### src/rtl/alu_mc.sv
// Registered ALU: single-cycle ops complete one cycle after acceptance;
// MUL/DIVU iterate one bit per cycle behind a start/busy/done handshake.
module alu_mc #(
  parameter int W     = 8,
  parameter int CMD_W = 5
) (
  input  logic             clk,
  input  logic             reset,
  input  logic             start,
  input  logic [CMD_W-1:0] alu_cmd,
  input  logic [W-1:0]     inA,
  input  logic [W-1:0]     inB,
  output logic [W-1:0]     rslt,
  output logic [W-1:0]     rslt_hi,
  output logic             carry,
  output logic             zero,
  output logic             doBranch,
  output logic             busy,
  output logic             done
);

  localparam int CNT_W = $clog2(W);

  localparam logic [CMD_W-1:0] OP_ADD  = CMD_W'(5'b01000);
  localparam logic [CMD_W-1:0] OP_SUB  = CMD_W'(5'b01001);
  localparam logic [CMD_W-1:0] OP_AND  = CMD_W'(5'b01010);
  localparam logic [CMD_W-1:0] OP_OR   = CMD_W'(5'b01011);
  localparam logic [CMD_W-1:0] OP_SHL  = CMD_W'(5'b01100);
  localparam logic [CMD_W-1:0] OP_SHR  = CMD_W'(5'b01101);
  localparam logic [CMD_W-1:0] OP_MOV  = CMD_W'(5'b00100);
  localparam logic [CMD_W-1:0] OP_SLT  = CMD_W'(5'b00101);
  localparam logic [CMD_W-1:0] OP_BEQ  = CMD_W'(5'b00011);
  localparam logic [CMD_W-1:0] OP_PAR  = CMD_W'(5'b01111);
  localparam logic [CMD_W-1:0] OP_ROTL = CMD_W'(5'b11110);
  localparam logic [CMD_W-1:0] OP_XOR  = CMD_W'(5'b10100);
  localparam logic [CMD_W-1:0] OP_MUL  = CMD_W'(5'b10010);
  localparam logic [CMD_W-1:0] OP_DIVU = CMD_W'(5'b10011);

  localparam logic [1:0] S_IDLE = 2'd0;
  localparam logic [1:0] S_RUN  = 2'd1;
  localparam logic [1:0] S_DONE = 2'd2;

  typedef struct packed {
    logic [W-1:0] lo;
    logic         c;
    logic         br;
  } res_t;

  function automatic res_t eval_single(input logic [CMD_W-1:0] cmd,
                                       input logic [W-1:0] a,
                                       input logic [W-1:0] b);
    res_t           r;
    logic [W:0]     s;
    logic [CNT_W-1:0] amt;
    r   = '0;
    s   = {1'b0, a} + {1'b0, b};
    amt = b[CNT_W-1:0];
    case (cmd)
      OP_ADD:  begin r.lo = s[W-1:0]; r.c = s[W]; end
      OP_SUB:  begin r.lo = a - b; r.c = (a < b); end
      OP_AND:  r.lo = a & b;
      OP_OR:   r.lo = a | b;
      OP_XOR:  r.lo = a ^ b;
      OP_SHL:  r.lo = a << b;
      OP_SHR:  r.lo = a >> b;
      OP_MOV:  r.lo = b;
      OP_SLT:  r.lo = {{(W-1){1'b0}}, (a < b)};
      OP_PAR:  r.lo = {{(W-1){1'b0}}, ^a};
      OP_ROTL: r.lo = (a << amt) | (a >> (W - int'(amt)));
      OP_BEQ:  r.br = (a == b);
      default: r = '0;
    endcase
    return r;
  endfunction

  // Shift-add: add multiplicand into the high half when the current
  // multiplier bit is set, then shift the whole {hi,lo} pair right.
  function automatic logic [2*W-1:0] mul_step(input logic [W-1:0] acc,
                                              input logic [W-1:0] mq,
                                              input logic [W-1:0] b);
    logic [W:0] s;
    s = mq[0] ? ({1'b0, acc} + {1'b0, b}) : {1'b0, acc};
    return {s, mq[W-1:1]};
  endfunction

  // Restoring division; a zero divisor naturally yields all-ones quotient
  // and the dividend as remainder.
  function automatic logic [2*W-1:0] div_step(input logic [W-1:0] rem,
                                              input logic [W-1:0] q,
                                              input logic [W-1:0] b);
    logic [W:0] tmp;
    logic       qb;
    tmp = {rem, q[W-1]};
    qb  = 1'b0;
    if (tmp >= {1'b0, b}) begin
      tmp = tmp - {1'b0, b};
      qb  = 1'b1;
    end
    return {tmp[W-1:0], q[W-2:0], qb};
  endfunction

  logic [1:0]       state;
  logic [CNT_W-1:0] cnt_p0;
  logic [W-1:0]     acc_p0;
  logic [W-1:0]     mq_p0;
  logic [W-1:0]     opb_p0;
  logic             div_p0;
  logic [2*W-1:0]   step_p1;
  res_t             single_p1;
  logic             is_multi;

  always_comb begin
    step_p1   = div_p0 ? div_step(acc_p0, mq_p0, opb_p0)
                       : mul_step(acc_p0, mq_p0, opb_p0);
    single_p1 = eval_single(alu_cmd, inA, inB);
    is_multi  = (alu_cmd == OP_MUL) || (alu_cmd == OP_DIVU);
  end

  assign busy = (state == S_RUN);

  // Acceptance / iteration stage: operands latched, results registered
  always_ff @(posedge clk) begin
    if (reset) begin
      state    <= S_IDLE;
      cnt_p0   <= '0;
      acc_p0   <= '0;
      mq_p0    <= '0;
      opb_p0   <= '0;
      div_p0   <= 1'b0;
      rslt     <= '0;
      rslt_hi  <= '0;
      carry    <= 1'b0;
      zero     <= 1'b0;
      doBranch <= 1'b0;
      done     <= 1'b0;
    end else begin
      done <= 1'b0;
      case (state)
        S_RUN: begin
          acc_p0 <= step_p1[2*W-1:W];
          mq_p0  <= step_p1[W-1:0];
          if (cnt_p0 == '0) begin
            state    <= S_DONE;
            done     <= 1'b1;
            rslt     <= step_p1[W-1:0];
            rslt_hi  <= step_p1[2*W-1:W];
            carry    <= 1'b0;
            zero     <= (step_p1[W-1:0] == '0);
            doBranch <= 1'b0;
          end else begin
            cnt_p0 <= cnt_p0 - CNT_W'(1);
          end
        end
        default: begin
          if (start) begin
            if (is_multi) begin
              state  <= S_RUN;
              cnt_p0 <= CNT_W'(W - 1);
              acc_p0 <= '0;
              mq_p0  <= inA;
              opb_p0 <= inB;
              div_p0 <= (alu_cmd == OP_DIVU);
            end else begin
              state    <= S_DONE;
              done     <= 1'b1;
              rslt     <= single_p1.lo;
              rslt_hi  <= '0;
              carry    <= single_p1.c;
              zero     <= (single_p1.lo == '0);
              doBranch <= single_p1.br;
            end
          end else begin
            state <= S_IDLE;
          end
        end
      endcase
    end
  end

endmodule

### config.mk
export PLATFORM = sky130hd
export DESIGN_NAME = alu_mc
export DESIGN_NICKNAME = d
export VERILOG_FILES = /design/src/rtl/alu_mc.sv
export SDC_FILE = /design/constraint.sdc
export NUM_CORES = 1
export LEC_CHECK = 0
export ABC_CLOCK_PERIOD_IN_PS = 4250
export CORE_MARGIN = 5
export CORE_UTILIZATION = 38
export CTS_CLUSTER_DIAMETER = 120
export DETAILED_ROUTE_END_ITERATION = 10
export GPL_TIMING_DRIVEN = 0
export SLEW_MARGIN = 10
export SYNTH_ARGS = -nofsm -noshare
export SYNTH_HDL_FRONTEND = slang
export SYNTH_SLANG_ARGS = --single-unit
### constraint.sdc
create_clock -name clk -period 4.25 [get_ports clk]
set_clock_uncertainty 0.1 [all_clocks]
set_input_delay 0.425 -clock clk [delete_from_list [all_inputs] [get_ports clk]]
set_output_delay 0.425 -clock clk [all_outputs]
set_load 0.1 [all_outputs]
==> results.md, run 1 <==
* Die Wd at 130 um
* Fmax at 0.245 GHz
* Top sig layer: met4
* PortBufs at 43
* Synth warn at 0
* Worst min-delay path endpoint: rslt[1]$_SDFFE_PP0P_
* Critical-path cell list: clkdlybuf4s50_1, clkbuf_2, inv_1, ha_1, buf_6, a21o_1, a21oi_1, o21ai_0, a221o_1, a211o_1, or4b_1, o32ai_2
* Largest net degree at the start of global routing at 15
* Crit-path max FO at 10
* Syn Std Cell Area at 5460 um^2
* FF-to-FF End: rslt_hi[1]$_SDFFE_PP0P_
* DRC viols at 0
* FFs w/ async S/R, synth at 0
* Hold path cells at 2
* RSZ-0062 raised after global routing: false
* Core ar. at 14000 um^2
* Reg clk slew, reported paths at 60 ps
* Die Span Y at 130 um
* Worst EP arrival at 4190 ps
* Worst Setup Start Kind: primary input
* CP Data Required Time at 4350 ps
* Worst path slowest cell: clkdlybuf4s50_1
* # IOs at 45
* Pins Over Slew Limit at 0
* Kind of critical path: primary input to register
* Net Sw Power at 486 uW
* Post-synth top area cell: dfxtp_1
* Leading post-synthesis cells by cell area: dfxtp_1 18%, ha_1 11%, nand2_1 5.0%
* P&R area growth vs syn at 15.2%
* Comb power frac at 0.336
* Rows at 43
* Dpl ws at -266 ps
* VDD IR-drop max at 0.000143 V
* Primary FF master, synth: dfxtp_1
* Slew headroom at 0.336
* DRT iter0 DRCs at 538
* R2R cell count at 11
* Min Hold Slack at 356 ps
* Worst path buffer plus inverter count at 4
* Delay of the slowest cell on the worst path at 690 ps
* Outcome: finished clean
* Inst Count DP at 934
* WL met2 at 9150 um
* Number of synthesized flops with an enable pin at 0
* Initial antenna violation count at 0
* Worst setup margin at 169 ps
* Max cap viols at 0
* Total grt overflow at 0
* Final total negative setup slack at 0 ps
* Synthesized flop and latch total at 50
* Diode count at 0
* CTS tree: built
* Drt pass-1 iters at 7
* Clock buffer count from CTS at 5
* Nets at 835
* M1 WL at 8540 um
* Routed Antenna Nets at 0
* Clk_lat worst skew at 290 ps
* Worst Tran Pin Value at 986 ps
* Hold crit path type: register to register
* Via count at 5817
* Switch share at 0.339
* R2r setup slk at 1020 ps
* Leakage at 2.42 nW
* Layout cells sized above 1 at 0.0762
* Cells after Synth at 711
* Final Instance Count excl. Fillers at 941
* Starting Density at 0.390
* First-pass GRT wire length at 31200 um
* Worst R2R Start: opb_p0[1]$_SDFFE_PP0P_
* Max Root-Sink Buffers at 2
* Finish-stage setup viols at 0
* Post-CTS Setup Inserts at 0
* Yosys top cell area share at 0.183
* Pint at 946 uW
* Fin crit period at 4080 ps
* Hold Startpoint: rslt[1]$_SDFFE_PP0P_
* Clk network pwr share at 0.322
* GPL Wtd Cong at 1.02
* Crit-path leading delay family: compound AO/OA/AOI/OAI gates
* Vias in the first global route at 5590
* Pwr dens at 228 nW/um^2
* Setup crit end kind: register
* CTS Hold Bufs at 0
* Met3 WL at 1320 um
* Root Driver: clkbuf_16
* H-tree depth at 2
* Most frequent cells after synthesis: 73 x nand2_1, 59 x nor2_1, 50 x dfxtp_1
* Clock sink total at 50
* Util after Layout at 0.450
* GRT Util Overall at 0.233
* Final HPWL DP at 15500 um
* Count leader, synth: nand2_1
* Final worst path period share at 0.960
* Final hold violation count at 0
* Flop pwr share at 0.342
* Syn Area/Cell at 7.68 um^2
* Wire per inst at 20.8 um
* Die Area at 16900 um^2
* Yosys cell types at 79
* Syn Nets at 785
* Sequential fraction of the synthesis area at 0.183
* Via-to-Cell Ratio at 6.18
* Routed WL at 19500 um
-- worst reg2reg max path, cell delays in order (launching register included) --
cell and delay (ps):
dfxtp_1 440, inv_1 120, ha_1 310, nor2b_1 130
o21ai_0 190, a21boi_0 190, o31a_1 320, o41ai_2 370
buf_2 330, mux2i_1 220, nand2_1 100, a32o_1 300
-- routing by layer --
layer | vias up | global-route usage
li1 | 2716 | -
met1 | 2793 | 0.309
met2 | 270 | 0.389
met3 | 38 | 0.0327
met4 | 0 | 0.0801
met5 | - | 0
-- timing repair --
item	4_1_cts	5_1_grt
endpoints found under the setup margin	0	2
hold endpoints to repair	0	0
resized for setup	0	10
-- stage by stage --
stage	cell area [um^2]	power (mW)
2_1_floorplan	5460	0.828
3_3_place_gp	6110	0.968
3_5_place_dp	6110	0.971
4_1_cts	6280	1.43
5_1_grt	6290	1.49
6_report	6290	1.43
-- flip-flops by register name, summed over array words and instances, names as in the netlist, 2 cells and up --
name,cells
acc_p0,8
mq_p0,8
opb_p0,8
rslt,8
rslt_hi,8
cnt_p0,3
state,2
-- worst max-delay path by stage --
stage               startpoint           endpoint  slack, ps  depth (start not counted)
floorplan               inB[0]  zero$_SDFFE_PP0P_       1030                         12
global placement        inA[2]  zero$_SDFFE_PP0P_       -280                         12
detailed placement      inA[2]  zero$_SDFFE_PP0P_       -270                         12
CTS                     inA[2]  zero$_SDFFE_PP0P_         20                         12
global route            inA[2]  zero$_SDFFE_PP0P_         20                         12
finish                  inA[2]  zero$_SDFFE_PP0P_        170                         12
-- cell families (layout without fill, tap and decap cells) --
kind of cell,after synthesis,in the layout,share of synthesized area
compound gates,205,205,0.259
flops,50,50,0.183
fa+ha+maj,50,50,0.120
buf+inv,96,146,0.0745
xor+xnor,16,16,0.0270
simple gates,252,252,0.230
mux,42,42,0.106
-- area by class of cell --
| class | instances | area (um^2) |
|---|---|---|
| Fill cell | 1446 | 7700 |
| Timing Repair Buffer | 43 | 430 |
| Sequential cell | 50 | 1000 |
| Clock buffer | 6 | 139 |
| Clock inverter | 1 | 30.0 |
| Multi-Input combinational cell | 565 | 4050 |
| Tap cell | 180 | 225 |
| Buffer | 50 | 240 |
| Inverter | 46 | 173 |
-- power groups by stage --
| stage | clock [mW] | sequential (mW) | combinational, mW |
|---|---|---|---|
| floorplan | 0 | 0.554 | 0.274 |
| global placement | 0 | 0.500 | 0.468 |
| detailed placement | 0 | 0.500 | 0.471 |
| CTS | 0.465 | 0.490 | 0.473 |
| global route | 0.484 | 0.491 | 0.517 |
| finish | 0.461 | 0.490 | 0.481 |
-- placed cells by master (no fill, tap or decap), types with 5 or more instances in the layout --
master           count
xnor2_1             12
clkdlybuf4s50_1     43
buf_2                7
a211oi_1            18
nor4_1               6
clkbuf_2             5
nor3_1              14
clkbuf_1            31
nand4_1              6
or3_1                5
and2_1               7
nand2b_1             9
and3_1               9
ha_1                46
o22ai_1              5
inv_1               45
a21oi_1             49
dfxtp_1             50
a221oi_1             8
nand3b_1             5
nor2_1              59
a31oi_1             10
a32o_1               5
mux2i_1             23
mux2_2               7
nor2b_1              9
clkbuf_16            5
nand2_1             73
mux4_2              12
nor3b_1              5
nand3_1             26
o21ai_0             32
a21o_1              10
o211ai_1            13
(Power assumes the default switching activity.)
==> run 2, diff against run 1 <==
--- a/config.mk
+++ b/config.mk
@@ -5,7 +5,8 @@
 export SDC_FILE = /design/constraint.sdc
 export NUM_CORES = 1
 export LEC_CHECK = 0
-export ABC_CLOCK_PERIOD_IN_PS = 4250
+export ABC_AREA = 1
+export ABC_CLOCK_PERIOD_IN_PS = 3670
 export CORE_MARGIN = 5
 export CORE_UTILIZATION = 38
 export CTS_CLUSTER_DIAMETER = 120
==> constraint.sdc (replaced) <==
create_clock -name clk -period 3.67 [get_ports clk]
set_clock_uncertainty 0.1 [all_clocks]
set_input_delay 0.367 -clock clk [delete_from_list [all_inputs] [get_ports clk]]
set_output_delay 0.367 -clock clk [all_outputs]
set_load 0.1 [all_outputs]
==> results.md, run 2 <==
* Final worst path period share at 0.920
* Worst path slowest cell: clkdlybuf4s50_1
* Via-to-Cell Ratio at 5.39 (-13%)
* Syn Area/Cell at 5.92 um^2 (-23%)
* Root Driver: clkbuf_16
* Vias in the first global route at 5687 (+1.7%)
* Initial antenna violation count at 0 (unchanged)
* Wire per inst at 15.8 um (-24%)
* Starting Density at 0.387 (-0.00314)
* Finish-stage setup viols at 0 (unchanged)
* Most numerous cell on the critical path: nand3_1
* Yosys top cell area share at 0.187 (+0.00364)
* Drt pass-1 iters at 7 (unchanged)
* Pins Over Slew Limit at 0 (unchanged)
* VDD IR-drop max at 0.000183 V (+28%)
* GRT Util Overall at 0.218 (-0.0146)
* Pwr dens at 272 nW/um^2 (+19%)
* Worst Setup Start Kind: primary input
* Sequential fraction of the synthesis area at 0.187 (+0.00364)
* Post-CTS Setup Inserts at 0 (unchanged)
* R2r setup slk at 1180 ps (+160 ps)
* DRT iter0 DRCs at 415 (-23%)
* Most frequent cells after synthesis: 263 x nand2_1, 94 x inv_1, 87 x a21oi_1
* Total grt overflow at 0 (unchanged)
* Number of synthesized flops with an enable pin at 0 (unchanged)
* RSZ-0062 raised after global routing: false
* Clock sink total at 50 (unchanged)
* Post-synth top area cell: dfxtp_1
* Max cap viols at 0 (unchanged)
* Cells after Synth at 904 (+27%)
* Post-CTS sizing at 0 (unchanged)
* Kind of critical path: primary input to register
* Hold Startpoint: rslt[6]$_SDFFE_PP0P_
* Primary FF master, synth: dfxtp_1
* Syn Nets at 978 (+25%)
* Reg clk slew, reported paths at 70 ps (about the same)
* Fin crit period at 3380 ps
* Worst min-delay path endpoint: rslt[6]$_SDFFE_PP0P_
* Util after Layout at 0.446 (-0.00407)
* Worst R2R Start: acc_p0[1]$_SDFFE_PP0P_
* Worst Tran Pin Value at 978 ps (-8.00 ps)
* Critical-path cell list: clkdlybuf4s50_1, buf_2, inv_1, buf_2, buf_2, ha_1, buf_2, nor2_1, nand2_1, nand2_1, nand3_1, nand3_1, nand3_1, nor2_1, nand3_1, nor2_1, nand3_1, a21oi_1
* H-tree depth at 2 (unchanged)
* Largest net degree at the start of global routing at 16 (+1)
* Synth warn at 0 (unchanged)
* CTS tree: built
* # IOs at 45 (unchanged)
* Diode count at 0 (unchanged)
* DRC viols at 0 (unchanged)
* Routed WL at 17900 um (-8.4%)
* Crit-path max FO at 11 (+1)
* Rows at 43 (unchanged)
* Min Hold Slack at 369 ps (+13.3 ps)
* Layout cells sized above 1 at 0.0577 (-0.0185)
* Fmax at 0.296 GHz
* CP Data Required Time at 3800 ps (-550 ps)
* Filler cells at 1508 (+4.3%)
* R2R cell count at 12 (+1)
* FFs w/ async S/R, synth at 0 (unchanged)
* First-pass GRT wire length at 29200 um (-6.4%)
* Delay of the slowest cell on the worst path at 440 ps (-250 ps)
* Outcome: finished clean
* Worst EP arrival at 3500 ps (-690 ps)
* GPL Wtd Cong at 0.949 (-6.8%)
* Die Wd at 129 um (-0.90%)
* Clk_lat worst skew at 290 ps (about the same)
* Yosys cell types at 39 (-51%)
* Nets at 1026 (+23%)
* CTS Hold Bufs at 0 (unchanged)
* Core ar. at 13800 um^2 (-1.2%)
* Setup crit end kind: register
* Leading post-synthesis cells by cell area: dfxtp_1 19%, nand2_1 18%, ha_1 11%
* Hold crit path type: register to register
* Routed Antenna Nets at 0 (unchanged)
* Commonest non-fill, non-tap cells in the layout: 263 x nand2_1, 94 x inv_1, 87 x a21oi_1
* Clock buffer count from CTS at 5 (unchanged)
* Via count at 6104 (+4.9%)
* Die Span Y at 129 um (-0.90%)
* P&R area growth vs syn at 15.1%
* Syn Std Cell Area at 5350 um^2 (-1.9%)
* Synthesized flop and latch total at 50 (unchanged)
* Die Area at 16600 um^2 (-1.8%)
* FF-to-FF End: mq_p0[0]$_SDFFE_PP0P_
* Final HPWL DP at 14500 um (-6.4%)
* Most common cell after layout, fill and taps aside: nand2_1
* Hold path cells at 2 (unchanged)
* Count leader, synth: nand2_1
* Final hold violation count at 0 (unchanged)
* Leakage at 2.86 nW (+18%)
* Slew headroom at 0.346 (+0.00935)
* Max Root-Sink Buffers at 2 (unchanged)
* PortBufs at 42 (-2.3%)
[run 2: critical path, delay by kind of cell]
family / cells / cell delay [ps]
compound gates: 1 / 120
fa+ha+maj: 1 / 290
buf+inv: 6 / 1470
simple gates: 10 / 1230
[run 2: report_power, final]
group | internal [mW] | total (mW) | switching (mW)
combinational | 0.170 | 0.573 | 0.403
sequential | 0.561 | 0.571 | 0.00977
clock | 0.322 | 0.530 | 0.208
total | 1.05 | 1.67 | 0.620
[run 2: through the flow]
stage | TNS [ps] | std cells | total power, mW | instance area (um^2) | setup WS (ps)
finish | 0 | 1133 | 1.67 | 6160 | 293
global route | 0 | 1133 | 1.76 | 6160 | 114
CTS | 0 | 1134 | 1.68 | 6160 | 261
detailed placement | -67.3 | 1126 | 1.15 | 6000 | -44.7
global placement | -326 | 1126 | 1.15 | 6000 | -119
floorplan | 0 | 904 | 0.982 | 5350 | 1220
[run 2: worst max path at each step]
stage                                 to  depth (start not counted)   start  slack, ps
detailed placement     zero$_SDFFE_PP0P_                         15  inB[1]        -40
CTS                    zero$_SDFFE_PP0P_                         15  inB[1]        260
floorplan              zero$_SDFFE_PP0P_                         17  inB[2]       1220
finish                 zero$_SDFFE_PP0P_                         18  inB[2]        290
global route           zero$_SDFFE_PP0P_                         18  inB[2]        110
global placement    rslt[1]$_SDFFE_PP0P_                         14  inB[1]       -120
[run 2: layout make-up]
type / instances / area (um^2) / area share
clock buffer: 6 / 129 / 0.0209
clock inverter: 2 / 37.5 / 0.00609
multi-input combinational: 719 / 3810 / 0.618
tap: 180 / 225 / 0.0366
buffer: 34 / 164 / 0.0266
sequential: 50 / 1000 / 0.162
inverter: 100 / 378 / 0.0613
timing repair buffer: 42 / 420 / 0.0682
[run 2: cell families after synthesis]
group,synth area share
xor gates and xnor gates,0.0262
buffers and inverters,0.102
DFF,0.187
AOI/OAI and AO/OA,0.198
adders and majority gates,0.122
and+or+nand+nor,0.365
[run 2: per-layer routing]
| layer | track usage | routed length [um] | vias to the layer above |
|---|---|---|---|
| li1 | - | - | 3095 |
| met1 | 0.293 | 8270 | 2761 |
| met2 | 0.369 | 8230 | 212 |
| met3 | 0.0266 | 907 | 36 |
| met4 | 0.0593 | 505 | 0 |
| met5 | 0 | 0 | - |
==> run 3, diff against run 2 <==
--- a/config.mk
+++ b/config.mk
@@ -6,12 +6,10 @@
 export NUM_CORES = 1
 export LEC_CHECK = 0
 export ABC_AREA = 1
-export ABC_CLOCK_PERIOD_IN_PS = 3670
 export CORE_MARGIN = 5
 export CORE_UTILIZATION = 38
 export CTS_CLUSTER_DIAMETER = 120
 export DETAILED_ROUTE_END_ITERATION = 10
-export GPL_TIMING_DRIVEN = 0
 export SLEW_MARGIN = 10
 export SYNTH_ARGS = -nofsm -noshare
 export SYNTH_HDL_FRONTEND = slang
==> results.md, run 3 (synthesis gave the netlist of run 2 again) <==
* Fmax at 0.339 GHz (+14%)
* Min Hold Slack at 368 ps (-1.48 ps)
* Max Root-Sink Buffers at 2 (unchanged)
* Kind of critical path: primary input to register
* First-pass GRT wire length at 28800 um (-1.3%)
* Die Wd at 129 um (unchanged)
* Total grt overflow at 0 (unchanged)
* P&R area growth vs syn at 15.4%
* Pwr dens at 272 nW/um^2 (+0.31%)
* Max cap viols at 0 (unchanged)
* Sequential Area at 1000 um^2 (unchanged)
* Most numerous cell on the critical path: nor2_1
* Fin crit period at 2950 ps (-426 ps)
* Core ar. at 13800 um^2 (unchanged)
* Vias in the first global route at 5572 (-2.0%)
* PortBufs at 44 (+4.8%)
* CTS Hold Bufs at 0 (unchanged)
* Post-CTS Setup Inserts at 0 (unchanged)
* Drt pass-1 iters at 5 (-2)
* Delay of the slowest cell on the worst path at 790 ps (+350 ps)
* GPL Wtd Cong at 0.933 (-1.6%)
* Multi-input logic area at 3810 um^2 (unchanged)
* DRT iter0 DRCs at 496 (+20%)
* Post-CTS sizing at 0 (unchanged)
* Clk_lat worst skew at 290 ps (about the same)
* Routed WL at 18000 um (+0.50%)
* Pins Over Slew Limit at 0 (unchanged)
* # IOs at 45 (unchanged)
* GRT Util Overall at 0.218 (-0.000536)
* Via count at 5966 (-2.3%)
* Nets at 1015 (-1.1%)
* Critical-path cell list: clkdlybuf4s50_1, nor2_1, nand3_1, nor2_1, nor2_1, inv_1, o22ai_1, o21a_1
* Rows at 43 (unchanged)
* Final worst path period share at 0.804 (-0.116)
* Die Area at 16600 um^2 (unchanged)
* Finish-stage setup viols at 0 (unchanged)
* Setup crit end kind: register
* Root Driver: clkbuf_16
* CP Data Required Time at 3810 ps (about the same)
* Clock buffer count from CTS at 5 (unchanged)
* Worst Tran Pin Value at 1050 ps (+70.5 ps)
* CTS tree: built
* Starting Density at 0.387 (unchanged)
* Via-to-Cell Ratio at 5.32 (-1.3%)
* Initial antenna violation count at 0 (unchanged)
* Leakage at 2.87 nW (+0.46%)
* Clock sink total at 50 (unchanged)
* Diode count at 0 (unchanged)
* RSZ-0062 raised after global routing: false
* Final hold violation count at 0 (unchanged)
* Die Span Y at 129 um (unchanged)
* Routed Antenna Nets at 0 (unchanged)
* Largest net degree at the start of global routing at 32 (+16)
* Layout cells sized above 1 at 0.0594 (+0.00174)
* Filler cells at 1521 (+0.86%)
* H-tree depth at 2 (unchanged)
* Outcome: finished clean
* Worst path slowest cell: nor2_1
* Wire per inst at 16.0 um (+1.5%)
* Most common cell after layout, fill and taps aside: nand2_1
* Crit-path max FO at 15 (+4)
* Final HPWL DP at 14300 um (-1.3%)
* Worst EP arrival at 3090 ps (-410 ps)
* Slew headroom at 0.298 (-0.0476)
* Hold crit path type: register to register
* Final total negative setup slack at 0 ps (unchanged)
* DRC viols at 0 (unchanged)
* VDD IR-drop max at 0.000180 V (-1.9%)
* Commonest non-fill, non-tap cells in the layout: 263 x nand2_1, 94 x inv_1, 87 x a21oi_1
* Reg clk slew, reported paths at 70 ps (about the same)
* Worst Setup Start Kind: primary input
==> run 3: final cells by class <==
| type | instances | share of cell area |
|---|---|---|
| well taps | 180 | 0.0365 |
| repair buffers | 65 | 0.0965 |
| flip-flops and latches | 50 | 0.162 |
| clock buffers | 5 | 0.0203 |
| inverters | 100 | 0.0612 |
| multi-input cells | 719 | 0.616 |
| clock inverters | 3 | 0.00709 |
==> run 3: worst paths after layout <==
check / startpoint / end / slack [ps] / depth (start not counted)
setup / recovery: alu_cmd[3] / mq_p0[0]$_SDFFE_PP0P_ / 720 / 8
hold / removal: mq_p0[6]$_SDFFE_PP0P_ / mq_p0[6]$_SDFFE_PP0P_ / 370 / 2
setup reg to reg: acc_p0[1]$_SDFFE_PP0P_ / mq_p0[0]$_SDFFE_PP0P_ / 1170 / 12
hold reg to reg: mq_p0[6]$_SDFFE_PP0P_ / mq_p0[6]$_SDFFE_PP0P_ / 370 / 2
==> run 3: critical path, delay by kind of cell <==
kind                   cells  cell delay, ps
AOI/OAI and AO/OA          2             540
buffers and inverters      2            1000
and+or+nand+nor            4            1170
==> run 3: metrics by stage <==
step	util	cell area [um^2]	worst slack, ps	instances	power (mW)
6_report	0.447	6170	719	1122	1.68
5_1_grt	0.447	6170	590	1122	1.78
4_1_cts	0.447	6170	785	1122	1.69
3_5_place_dp	0.434	6010	511	1114	1.15
3_3_place_gp	0.434	6010	497	1114	1.16
2_1_floorplan	-	5350	1220	904	0.982
==> run 3: where the power goes <==
part	internal, mW	total [mW]	switching [mW]	leakage [nW]
Clock	0.323	0.536	0.213	0.0842
Sequential	0.561	0.572	0.0112	0.407
Combinational	0.176	0.574	0.398	2.38
==> run 3: metal layers <==
| layer | vias to the layer above | GRT usage | part of all wire |
|---|---|---|---|
| li1 | 3065 | - | - |
| met4 | 0 | 0.0704 | 0.033 |
| met3 | 41 | 0.0328 | 0.058 |
| met1 | 2656 | 0.298 | 0.46 |
| met5 | - | 0 | 0 |
| met2 | 204 | 0.352 | 0.45 |
